==> src/rtl/sec_arb_pkg.sv <==
// Shared types for the security channel arbiter: request ops, response error
// codes and the arbiter FSM state encoding.
package sec_arb_pkg;

  typedef enum logic [1:0] {
    OP_HASH = 2'b00,
    OP_ENC  = 2'b01,
    OP_DEC  = 2'b10,
    OP_RSVD = 2'b11
  } op_e;

  typedef enum logic [1:0] {
    ERR_OK      = 2'b00,
    ERR_AUTH    = 2'b01,
    ERR_TIMEOUT = 2'b10,
    ERR_OP      = 2'b11
  } err_e;

  typedef enum logic [1:0] {
    S_IDLE,
    S_ISSUE,
    S_WAIT,
    S_RESP
  } state_e;

endpackage

==> src/rtl/rr_arbiter.sv <==
// Combinational round-robin picker: first set request at or above ptr, with
// wrap-around. Reusable by any multi-channel block.
module rr_arbiter #(
  parameter int NUM_CH = 4
) (
  input  logic [NUM_CH-1:0]         req,
  input  logic [$clog2(NUM_CH)-1:0] ptr,
  output logic                      found,
  output logic [$clog2(NUM_CH)-1:0] grant
);

  localparam int IDX_W = $clog2(NUM_CH);

  logic [IDX_W-1:0] idx;

  // Walk from the farthest offset down so the nearest request to ptr wins.
  always_comb begin
    found = 1'b0;
    grant = '0;
    idx   = '0;
    for (int k = NUM_CH - 1; k >= 0; k--) begin
      idx = IDX_W'((int'(ptr) + k) % NUM_CH);
      if (req[idx]) begin
        found = 1'b1;
        grant = idx;
      end
    end
  end

endmodule

==> src/rtl/sec_channel_arbiter.sv <==
// Round-robin front end sharing one crypto engine port between NUM_CH
// requesters, with PCM auth gating, engine timeout and tagged error responses.
module sec_channel_arbiter
  import sec_arb_pkg::*;
#(
  parameter int NUM_CH      = 4,
  parameter int DATA_W      = 128,
  parameter int TIMEOUT_CYC = 1024,
  parameter int CNT_W       = 16
) (
  input  logic                       clk,
  input  logic                       rst,
  input  logic [NUM_CH-1:0]          ch_auth,
  input  logic [NUM_CH-1:0]          ch_req_valid,
  output logic [NUM_CH-1:0]          ch_req_ready,
  input  logic [2*NUM_CH-1:0]        ch_req_op,
  input  logic [DATA_W*NUM_CH-1:0]   ch_req_data,
  output logic [NUM_CH-1:0]          ch_rsp_valid,
  output logic [DATA_W-1:0]          ch_rsp_data,
  output logic [1:0]                 ch_rsp_err,
  output logic                       eng_req_valid,
  input  logic                       eng_req_ready,
  output logic [1:0]                 eng_op,
  output logic [DATA_W-1:0]          eng_data,
  input  logic                       eng_rsp_valid,
  input  logic [DATA_W-1:0]          eng_rsp_data,
  output logic                       eng_abort,
  output logic                       busy,
  output logic [$clog2(NUM_CH)-1:0]  grant_id,
  output logic [CNT_W-1:0]           err_count
);

  localparam int IDX_W = $clog2(NUM_CH);
  localparam int TMR_W = $clog2(TIMEOUT_CYC);
  localparam logic [TMR_W-1:0] TMR_LAST = TMR_W'(TIMEOUT_CYC - 1);

  state_e            state;
  logic [IDX_W-1:0]  rr_ptr;
  logic [IDX_W-1:0]  win_idx;
  logic              found;
  op_e               win_op;
  op_e               op_q;
  logic [DATA_W-1:0] win_data;
  logic [DATA_W-1:0] data_q;
  logic [DATA_W-1:0] rsp_q;
  err_e              err_q;
  logic [TMR_W-1:0]  timer;
  logic              win_auth;
  logic              accept;
  logic              timed_out;

  rr_arbiter #(.NUM_CH(NUM_CH)) u_rr (
    .req   (ch_req_valid),
    .ptr   (rr_ptr),
    .found (found),
    .grant (win_idx)
  );

  always_comb begin
    win_op   = op_e'(ch_req_op[2*win_idx +: 2]);
    win_data = ch_req_data[win_idx*DATA_W +: DATA_W];
    win_auth = ch_auth[win_idx];
  end

  // A late engine handshake or response in the final timer cycle beats the abort.
  assign accept    = (state == S_IDLE) && found && !rst;
  assign timed_out = (timer == TMR_LAST) &&
                     (((state == S_ISSUE) && !eng_req_ready) ||
                      ((state == S_WAIT) && !eng_rsp_valid));

  assign ch_req_ready  = accept ? (NUM_CH'(1) << win_idx) : '0;
  assign ch_rsp_valid  = (state == S_RESP) ? (NUM_CH'(1) << grant_id) : '0;
  assign ch_rsp_data   = rsp_q;
  assign ch_rsp_err    = err_q;
  assign eng_req_valid = (state == S_ISSUE);
  assign eng_op        = op_q;
  assign eng_data      = data_q;
  assign eng_abort     = timed_out;
  assign busy          = (state != S_IDLE);

  always_ff @(posedge clk or posedge rst) begin
    if (rst) begin
      state     <= S_IDLE;
      rr_ptr    <= '0;
      grant_id  <= '0;
      op_q      <= OP_HASH;
      data_q    <= '0;
      rsp_q     <= '0;
      err_q     <= ERR_OK;
      timer     <= '0;
      err_count <= '0;
    end else begin
      case (state)
        S_IDLE: begin
          if (found) begin
            grant_id <= win_idx;
            op_q     <= win_op;
            data_q   <= win_data;
            rsp_q    <= '0;
            timer    <= '0;
            rr_ptr   <= (win_idx == IDX_W'(NUM_CH - 1)) ? '0 : win_idx + 1'b1;
            if (!win_auth) begin
              err_q <= ERR_AUTH;
              state <= S_RESP;
            end else if (win_op == OP_RSVD) begin
              err_q <= ERR_OP;
              state <= S_RESP;
            end else begin
              err_q <= ERR_OK;
              state <= S_ISSUE;
            end
          end
        end
        S_ISSUE: begin
          if (eng_req_ready) begin
            timer <= '0;
            state <= S_WAIT;
          end else if (timed_out) begin
            err_q <= ERR_TIMEOUT;
            rsp_q <= '0;
            state <= S_RESP;
          end else begin
            timer <= timer + 1'b1;
          end
        end
        S_WAIT: begin
          if (eng_rsp_valid) begin
            rsp_q <= eng_rsp_data;
            err_q <= ERR_OK;
            state <= S_RESP;
          end else if (timed_out) begin
            err_q <= ERR_TIMEOUT;
            rsp_q <= '0;
            state <= S_RESP;
          end else begin
            timer <= timer + 1'b1;
          end
        end
        S_RESP: begin
          if ((err_q != ERR_OK) && (err_count != '1)) begin
            err_count <= err_count + 1'b1;
          end
          state <= S_IDLE;
        end
        default: state <= S_IDLE;
      endcase
    end
  end

endmodule

==> config.mk <==
export PLATFORM = sky130hd
export DESIGN_NAME = sec_channel_arbiter
export DESIGN_NICKNAME = d
export VERILOG_FILES = /design/src/rtl/sec_arb_pkg.sv /design/src/rtl/rr_arbiter.sv /design/src/rtl/sec_channel_arbiter.sv
export SDC_FILE = /design/constraint.sdc
export NUM_CORES = 1
export LEC_CHECK = 0
export CORE_AREA = 2 2 369 371
export CTS_BUF_LIST = sky130_fd_sc_hd__clkbuf_2
export DETAILED_ROUTE_END_ITERATION = 16
export DIE_AREA = 0 0 371 373
export GPL_TIMING_DRIVEN = 0
export PLACE_DENSITY = 0.4
export RECOVER_POWER = 25
export SYNTH_ARGS = -nofsm -noshare
export SYNTH_HDL_FRONTEND = slang
export SYNTH_SLANG_ARGS = --single-unit
==> constraint.sdc <==
create_clock -name clk -period 13.05 [get_ports clk]
set_input_delay 1.9575 -clock clk [delete_from_list [all_inputs] [get_ports clk]]
set_output_delay 1.9575 -clock clk [all_outputs]
set_load 0.01 [all_outputs]
Word level (Yosys, flattened, before mapping)
Index checks and enable logic that the tools add are counted.
Storage, ports and cells
  bits in registers: 292
  latch bits: 0
  memory bits (writable): 0
  bits in read-only memories: 0
  input bits: 660
  output and inout bits: 289
  word-level logic and storage cells: 97
  memories kept: 0
Operators by class
  add/sub/neg operators: 6
  multipliers: 0
  divide/modulo/power cells: 0
  $lt $le $gt $ge: 5
  eq/ne operators: 10
  shift-type cells: 4
  mux-type cells: 45
  bitwise logic cells: 0
  reductions and logical operators: 18
Operator list (count)
  $mux W128: 4
  $shiftx A512 B10 Y128: 1
  $pmux W128 S3: 1
  $mux W10: 4
  $mux W2: 17
  $pmux W10 S3: 1
  $add A16 B1 Y16 const B: 1
  $ne A16 B16 Y1 const B: 1
  $lt A2 B3 Y1 const B: 5
  $add A10 B1 Y10 const B: 1
  $bmux W1 S2: 5
  $eq A10 B10 Y1 const B: 1
  $mux W1: 9
  $eq A2 B2 Y1 const B: 4
  $mux W4: 2
  $pmux W2 S4: 1
  $shiftx A8 B4 Y2: 1
  $shl A1 B2 Y4 const A: 2
  $logic_and A1 B1 Y1: 6
  $ne A2 B2 Y1 const B: 3
  $pmux W2 S3: 1
  $reduce_and A3 Y1: 2
  $add A2 B1 Y2 const B: 2
  $add A2 B2 Y2 const B: 2
  7 further kinds: 11

Logic depth before layout (Yosys ltp)
Gate-level depths: netlist of run 1.
  depth after elaboration: 13
  depth in mapped cells: 11
  depth with buffers taken out: 10

Hierarchy
From an unflattened synthesis of run 1, not the netlist that was laid out.
Unflattened totals
  cells, all modules: 947
  area total of the unflattened synthesis: 14538.9 um^2
By module, submodules not included
  sec_channel_arbiter: times used 1, cells each 934, area each 14461.4 um^2, seq. area each 7307.0 um^2
  rr_arbiter: times used 1, cells each 13, area each 77.6 um^2, seq. area each 0.0 um^2

Least setup slack after synthesis of run 1
Ideal clock, no wire load.
  kind: input-to-output
  start: input port rst
  end: output port ch_req_ready[0]
  data arrival time: 8868 ps
  data required time: 11092 ps
  slack: 2224 ps
  stages on the path: 2
  buffers on the path: 0
  cell sequence: inv_1 and3_1
Between the ends
  cells in the longest elaborated chain, start to end: 3
RTL lines
  start: declaration: RTL line sec_channel_arbiter.sv:12  | input logic rst,
  $logic_not A1 Y1 (no line)
  $logic_and A1 B1 Y1: RTL line sec_channel_arbiter.sv:66  | assign accept = (state == S_IDLE) && found && !rst;
  $mux W4: RTL line sec_channel_arbiter.sv:71  | assign ch_req_ready = accept ? (NUM_CH'(1) << win_idx) : '0;
  end: declaration: RTL line sec_channel_arbiter.sv:15  | output logic [NUM_CH-1:0] ch_req_ready,
No other way between the ends.

Final worst setup path of run 1
  start: input port rst
  end: output port ch_req_ready[3]
Same word-level chain as after synthesis.

==> summary.txt, run 1 <==
Clocking
  • CTS Sinks: 292
  • Cts hold-fix bufs: 0
  • CTS HTree Levels: 3
  • Clk Latency, worst-skew pair: 1.25 ns
  • Clock Path Buffers: 3
  • Total setup buffers inserted after CTS: 0
  • CTS tree: yes
  • CTS clk-pin slew, worst paths: 0.06 ns
  • Root Buffer: clkbuf_2
  • Cts bufs inserted: 93
  • Post_cts resized: 0

Route
  • Vias post-DR: about 18,000
  • Pre-antenna DRT Iters: 7
  • Routed WL per cell: approximately 26 um
  • DRT Wirelength: about 130,000 um
  • Drc violations: 0
  • Vias per cell: approximately 3.8
  • DRT iter0 DRCs: between 1,000 and 1,500
  • Routed Antenna Nets: 0

STA
  • Layout Skew: just under 0.09 ns
  • F_max: ~0.11 GHz
  • Worst slew pin tran: about 3.9 ns
  • Worst rel slew slack: -162%
  • Endpoints failing setup: 0
  • Tcrit/Tclk final: roughly 67%
  • Minimum clock period: ~8.7 ns
  • RSZ-0062 raised after global routing: false
  • Final slew viol count: between 100 and 150
  • Final Hold Violating Endpoints: 0

Synthesis
  • Flops & latches, synth: 292
  • Synth area leaders: dfrtp_1 48%, nand2_1 20%, a22o_1 7.4%
  • Mapped Cells: between 1,500 and 2,000
  • Synth Cell Area: 15,200 um^2
  • Post-synthesis net count: 2,574
  • Top cell type's share of synthesized area: 48.0%
  • Asr flop ratio synth: 100%
  • Number of synthesized flops with an enable pin: 0
  • Synth area leader: dfrtp_1
  • Ys flop type: dfrtp_1
  • Synthesis warning total: 0
  • Register area share after synthesis: 48.0%
  • Distinct cells, synth: 52
  • Mean area per synthesized cell: 8.00 um^2

Status
  • Outcome: finished, violations left
  • Failing checks: max-capacitance violations, max-slew violations

Critical path
  • Critical path class: input pin to primary output
  • Crit-path cells: dlygate4sd3_1 > clkinvlp_2 > buf_16 > buf_16 > and3_1 > clkdlybuf4s50_1
  • Buf+Inv Stages, Crit Path: 5
  • Arrival @ worst endpoint: between 6 and 7 ns
  • Setup crit start kind: input pin
  • CP max stage delay: 2.15 ns
  • Delay-heaviest family, CP: buffers and inverters
  • Crit-path slowest cell: clkinvlp_2
  • CP dominant cell by count: buf_16
  • CP endpoint kind: primary output
  • CP Max Fanout: around 110
  • Critical Path RT: 11.09 ns

Die
  • Chip Width: 371 um
  • I/O pin total: approximately 950
  • Core area: 135,000 um^2
  • # rows: between 100 and 150
  • Die height: 373 um
  • Initial Util: between 10% and 20%
  • Die area: 138,000 um^2

Global route
  • GRT Resource Usage Total: approximately 18%
  • Vias in the first global route: between 15,000 and 20,000
  • Gr ovfl total: 0
  • Global-route wire length before repair: around 160,000 um
  • Pin count of the biggest net entering global routing: about 110
  • Initial antenna violation count: between 60 and 70

Place
  • Placed instance area: 27,000 um^2
  • DP HPWL: about 110,000 um
  • Port bufs: 948
  • Placer's final routability congestion estimate: around 0.86

Finish
  • Nets: 3,620
  • Layout cells sized above 1: between 8 and 9%
  • Synthesis-to-layout area growth: 83.3%
  • Post-Layout Inst Area: between 20,000 and 30,000 um^2

Pwr
  • Max IR drop VDD: about 77 uV
  • Leak: about 12 nW
  • Pwr/cell area: roughly 210 nW/um^2
  • Tot Pwr: around 6.0 mW

Min path
  • Min-Delay Path Class: flip-flop to flip-flop

Job
  • Max-Cap Viols: 2
==> power by group <==
part,switching [mW],internal (mW)
combinational,2.29,1.41
clock,0.496,0.324
sequential,0.224,1.25
total,3.01,2.99
==> cells in the final DEF (no fill, tap or decap), drive strengths merged, types with 5 or more instances in the layout <==
master | netlist | final
clkdlybuf4s50 | 0 | 947
nand2 | 802 | 802
dfrtp | 292 | 292
o21ai | 268 | 268
clkbuf | 61 | 199
nand3 | 142 | 142
a22o | 128 | 128
buf | 81 | 83
clkinv | 0 | 24
diode | 0 | 18
nor2 | 16 | 16
xnor2 | 14 | 14
inv | 10 | 13
ha | 11 | 11
a21oi | 11 | 11
and3 | 8 | 8
nor2b | 6 | 6
xor2 | 6 | 6
nor4 | 5 | 5
nand4 | 5 | 5
nor3 | 5 | 5
==> worst register-to-register path, delay by kind of cell (launching register included) <==
family / cells / cell delay [ns]
compound gates: 3 / 1.07
buf+inv: 4 / 1.79
flops: 1 / 0.39
simple gates: 2 / 0.57
==> state kept, by name (all words and copies together), names as in the netlist <==
name and flops:
ch_rsp_data 128, eng_data 128, err_count 16, timer 10, ch_rsp_err 2, eng_op 2
grant_id 2, rr_ptr 2, state 2
==> metrics by stage <==
step           setup WS (ns)  instances  util [%]  setup TNS [ns]  hold WS, ns
5_1_grt                 3.58       4811      20.7               0        0.516
4_1_cts                 5.21       4802      20.7               0        0.494
2_1_floorplan           2.22       1903         -               0        0.464
6_report                4.34       4820      20.7               0        0.481
3_5_place_dp            5.21       4635      20.1               0        0.474
3_3_place_gp           -2.93       4632      20.0         -808.33        0.464
==> final cells by class <==
cell class / instances / area (um^2)
clock buffers: 137 / 686
diodes: 18 / 45.0
flip-flops and latches: 292 / 7310
inverters: 10 / 38.8
plain buffers: 142 / 786
multi-input cells: 1459 / 7100
repair buffers: 951 / 9550
clock inverters: 30 / 184
well taps: 1781 / 2230
fillers: 15100 / 107000
==> worst paths after layout <==
kind	cells past startpoint	to	slack [ns]	from
setup / recovery	6	ch_req_ready[3]	4.34	rst
min in group asynchronous	2	eng_data[5]	1.95	rst
hold reg to reg	2	eng_data[0]	0.48	eng_data[0]
setup reg to reg	9	eng_data[3]	9.15	rr_ptr[0]
hold / removal	2	eng_data[0]	0.48	eng_data[0]
max in group asynchronous	3	eng_data[67]	6.32	rst
==> layer usage <==
layer	vias up	routed length (um)	track usage, %
met2	861	62300	30.3
met1	8661	48600	19.5
met4	24	4930	7.83
li1	8587	-	-
met5	-	150	0
met3	221	10300	5.68
==> synthesized netlist by cell type, types with 2 or more instances <==
cell and n:
inv_1 8, and3_1 8, a21oi_1 10, mux2i_1 3
o21a_1 2, a22o_1 128, dfrtp_1 292, nor3_1 4
xor2_1 6, and4_1 2, o31ai_1 2, buf_2 38
nor3b_1 2, nor2b_1 6, o21ai_0 82, buf_4 32
buf_6 9, clkbuf_1 61, o21ai_1 186, nand4_1 5
ha_1 11, nor4_1 5, inv_2 2, nand3_1 142
xnor2_1 14, nand2_1 802, nor2_1 16
==> logic make-up (layout without fill, tap and decap cells) <==
family | count (synthesis) | in the layout | share of synthesized area (%)
simple gates | 1000 | 1000 | 26.7
compound gates | 424 | 424 | 17.6
flops | 292 | 292 | 48.0
buf+inv | 152 | 1270 | 5.40
xor+xnor | 20 | 20 | 1.15
fa+ha+maj | 11 | 11 | 0.904
mux | 4 | 4 | 0.271
other cells | 0 | 18 | 0
Power figures use the tool's default switching activity.
==> run 2, diff against run 1 <==
clock period = 8.9 ns   (was 13.05 ns; I/O delays follow)
==> run 2 against run 1 <==
  * The run still ends with max-capacitance violations, max-slew violations left
  * Hold slack better by 0.0068 ns
  * Critical endpoint is now ch_req_ready[0]
  * Wire length is 0.49% lower
  * Total power is 44% higher
  * Via count hardly changed
  * Global-route usage hardly changed
==> summary.txt, run 2 (same netlist as run 1, synthesis figures left out) <==
Critical path
  • Crit-path slowest cell: clkbuf_1
  • CP endpoint kind: primary output
  • Setup crit start kind: input pin
  • CP max stage delay: between 1.5 and 2 ns
  • Critical path class: input pin to primary output
  • CP Max Fanout: 36
  • Arrival @ worst endpoint: between 5 and 6 ns
  • Buf+Inv Stages, Crit Path: 5
  • Crit-path cells: dlygate4sd3_1 > clkinvlp_2 > clkbuf_1 > buf_12 > and3_1 > clkdlybuf4s50_1
  • Delay-heaviest family, CP: buffers and inverters
  • Critical Path RT: ~7.6 ns

Finish
  • Finished Layout Cells: 4,808
  • Nets: ~3,600
  • Most frequent cells in the layout: 947 x clkdlybuf4s50_1, 802 x nand2_1, 292 x dfrtp_1, 186 x o21ai_1, 142 x nand3_1
  • Synthesis-to-layout area growth: 82.8%
  • Commonest non-fill, non-tap cell in the layout: clkdlybuf4s50_1
  • Layout cells sized above 1: 7.82%

Min path
  • Min-Delay Path Class: flip-flop to flip-flop

Clocking
  • CTS HTree Levels: 3
  • Root Buffer: clkbuf_2
  • Clk Latency, worst-skew pair: ~1.2 ns
  • Post_cts resized: 0
  • CTS clk-pin slew, worst paths: about 0.080 ns
  • Clock Path Buffers: 3
  • CTS Sinks: about 290
  • Cts bufs inserted: just over 90
  • Total setup buffers inserted after CTS: 0
  • CTS tree: yes
  • Cts hold-fix bufs: 0

Pwr
  • Clock share of power: roughly an eighth
  • Net Switching: roughly 4.3 mW
  • Leak: approximately 12 nW
  • Reg power frac: 24.9%
  • Sw Share: between 50 and 60%
  • Pwr/cell area: about 310 nW/um^2
  • Pint: 4.31 mW
  • Max IR drop VDD: between 80 and 90 uV
  • Gate power share: 62.6%

Global route
  • Vias in the first global route: between 15,000 and 20,000
  • Initial antenna violation count: between 50 and 60
  • Global-route wire length before repair: 164,000 um
  • Pin count of the biggest net entering global routing: 39
  • GRT Resource Usage Total: 17.6%
  • Gr ovfl total: 0

Route
  • Routed Antenna Nets: 0
  • Drc violations: 0
  • DRT Wirelength: roughly 130,000 um
  • Vias post-DR: approximately 18,000
  • DRT iter0 DRCs: roughly 940
  • Vias per cell: approximately 3.8
  • Routed WL per cell: 26.1 um
  • Pre-antenna DRT Iters: 6

Place
  • Post-Place Setup Slack: ~2.4 ns
  • Placer's final routability congestion estimate: 0.880
  • DP Cell Count: roughly 4,600
  • DP HPWL: ~110,000 um
  • Port bufs: 948

Status
  • Failing checks: max-capacitance violations, max-slew violations
  • Outcome: finished, violations left

Die
  • Chip Width: between 300 and 400 um
  • # rows: around 140
  • I/O pin total: approximately 950
  • Core area: ~130,000 um^2
  • Die height: between 300 and 400 um
  • Initial Util: 11.3%
  • Die area: roughly 140,000 um^2

STA
  • Final setup TNS: 0 ns
  • Hold slack: about 0.49 ns
  • F_max: 0.149 GHz
  • Final Hold Violating Endpoints: 0
  • Setup ws final: 2.21 ns
  • Final slew viol count: 185
  • RSZ-0062 raised after global routing: false
  • Layout Skew: approximately 0.054 ns
  • Tcrit/Tclk final: roughly three quarters
  • Endpoints failing setup: 0
  • Worst slew pin tran: around 2.2 ns
  • Worst rel slew slack: -44.3%
  • Minimum clock period: roughly 6.7 ns

Job
  • Max-Cap Viols: 6
==> run 2: worst paths after layout <==
kind / slack (ns) / startpoint / end / cells after the start
worst max-delay path: 2.21 / rst / ch_req_ready[0] / 6
min in group asynchronous: 0.79 / rst / eng_data[6] / 2
worst max register to register: 4.90 / rr_ptr[0] / eng_data[119] / 8
worst min-delay path: 0.49 / eng_data[17] / eng_data[17] / 2
worst min register to register: 0.49 / eng_data[17] / eng_data[17] / 2
max in group asynchronous: 2.94 / rst / eng_data[79] / 5
==> run 2: power by group through the flow <==
stage               Combinational [mW]  Clock, mW  Sequential (mW)
floorplan                         2.17          0             2.36
global placement                  5.55          0             2.18
detailed placement                5.57          0             2.19
CTS                               5.58       1.16             2.16
global route                      5.87       1.23             2.22
finish                            5.42       1.07             2.16
==> run 2: stage by stage <==
step	util (%)	power, mW	instance area (um^2)
2_1_floorplan	-	4.53	15200
3_3_place_gp	20.0	7.73	27000
3_5_place_dp	20.2	7.75	27200
4_1_cts	20.7	8.91	27900
5_1_grt	20.7	9.33	27800
6_report	20.7	8.65	27800
==> run 2: area by class of cell <==
| cell class | instances | area, um^2 |
|---|---|---|
| fill | 15100 | 107000 |
| timing repair buffer | 958 | 9590 |
| sequential | 292 | 7310 |
| multi-input combinational | 1459 | 7100 |
| tap | 1781 | 2230 |
| buffer | 142 | 786 |
| clock buffer | 130 | 651 |
| clock inverter | 25 | 108 |
| inverter | 10 | 38.8 |
| antenna | 11 | 27.5 |
==> run 2: per-layer routing <==
layer,track usage [%],routed length (um)
met5,0,99
met4,4.14,2640
met3,5.21,9520
met2,32.3,65100
met1,19.6,48200
==> run 2: worst register-to-register path: stages (launching register included) <==
cell and delay [ns]:
dfrtp_1 0.38, and2b_1 0.21, o32a_2 0.48, inv_2 0.35, buf_4 0.44, buf_1 1.00
nand3_1 0.55, o21ai_0 0.34, o21ai_1 0.09
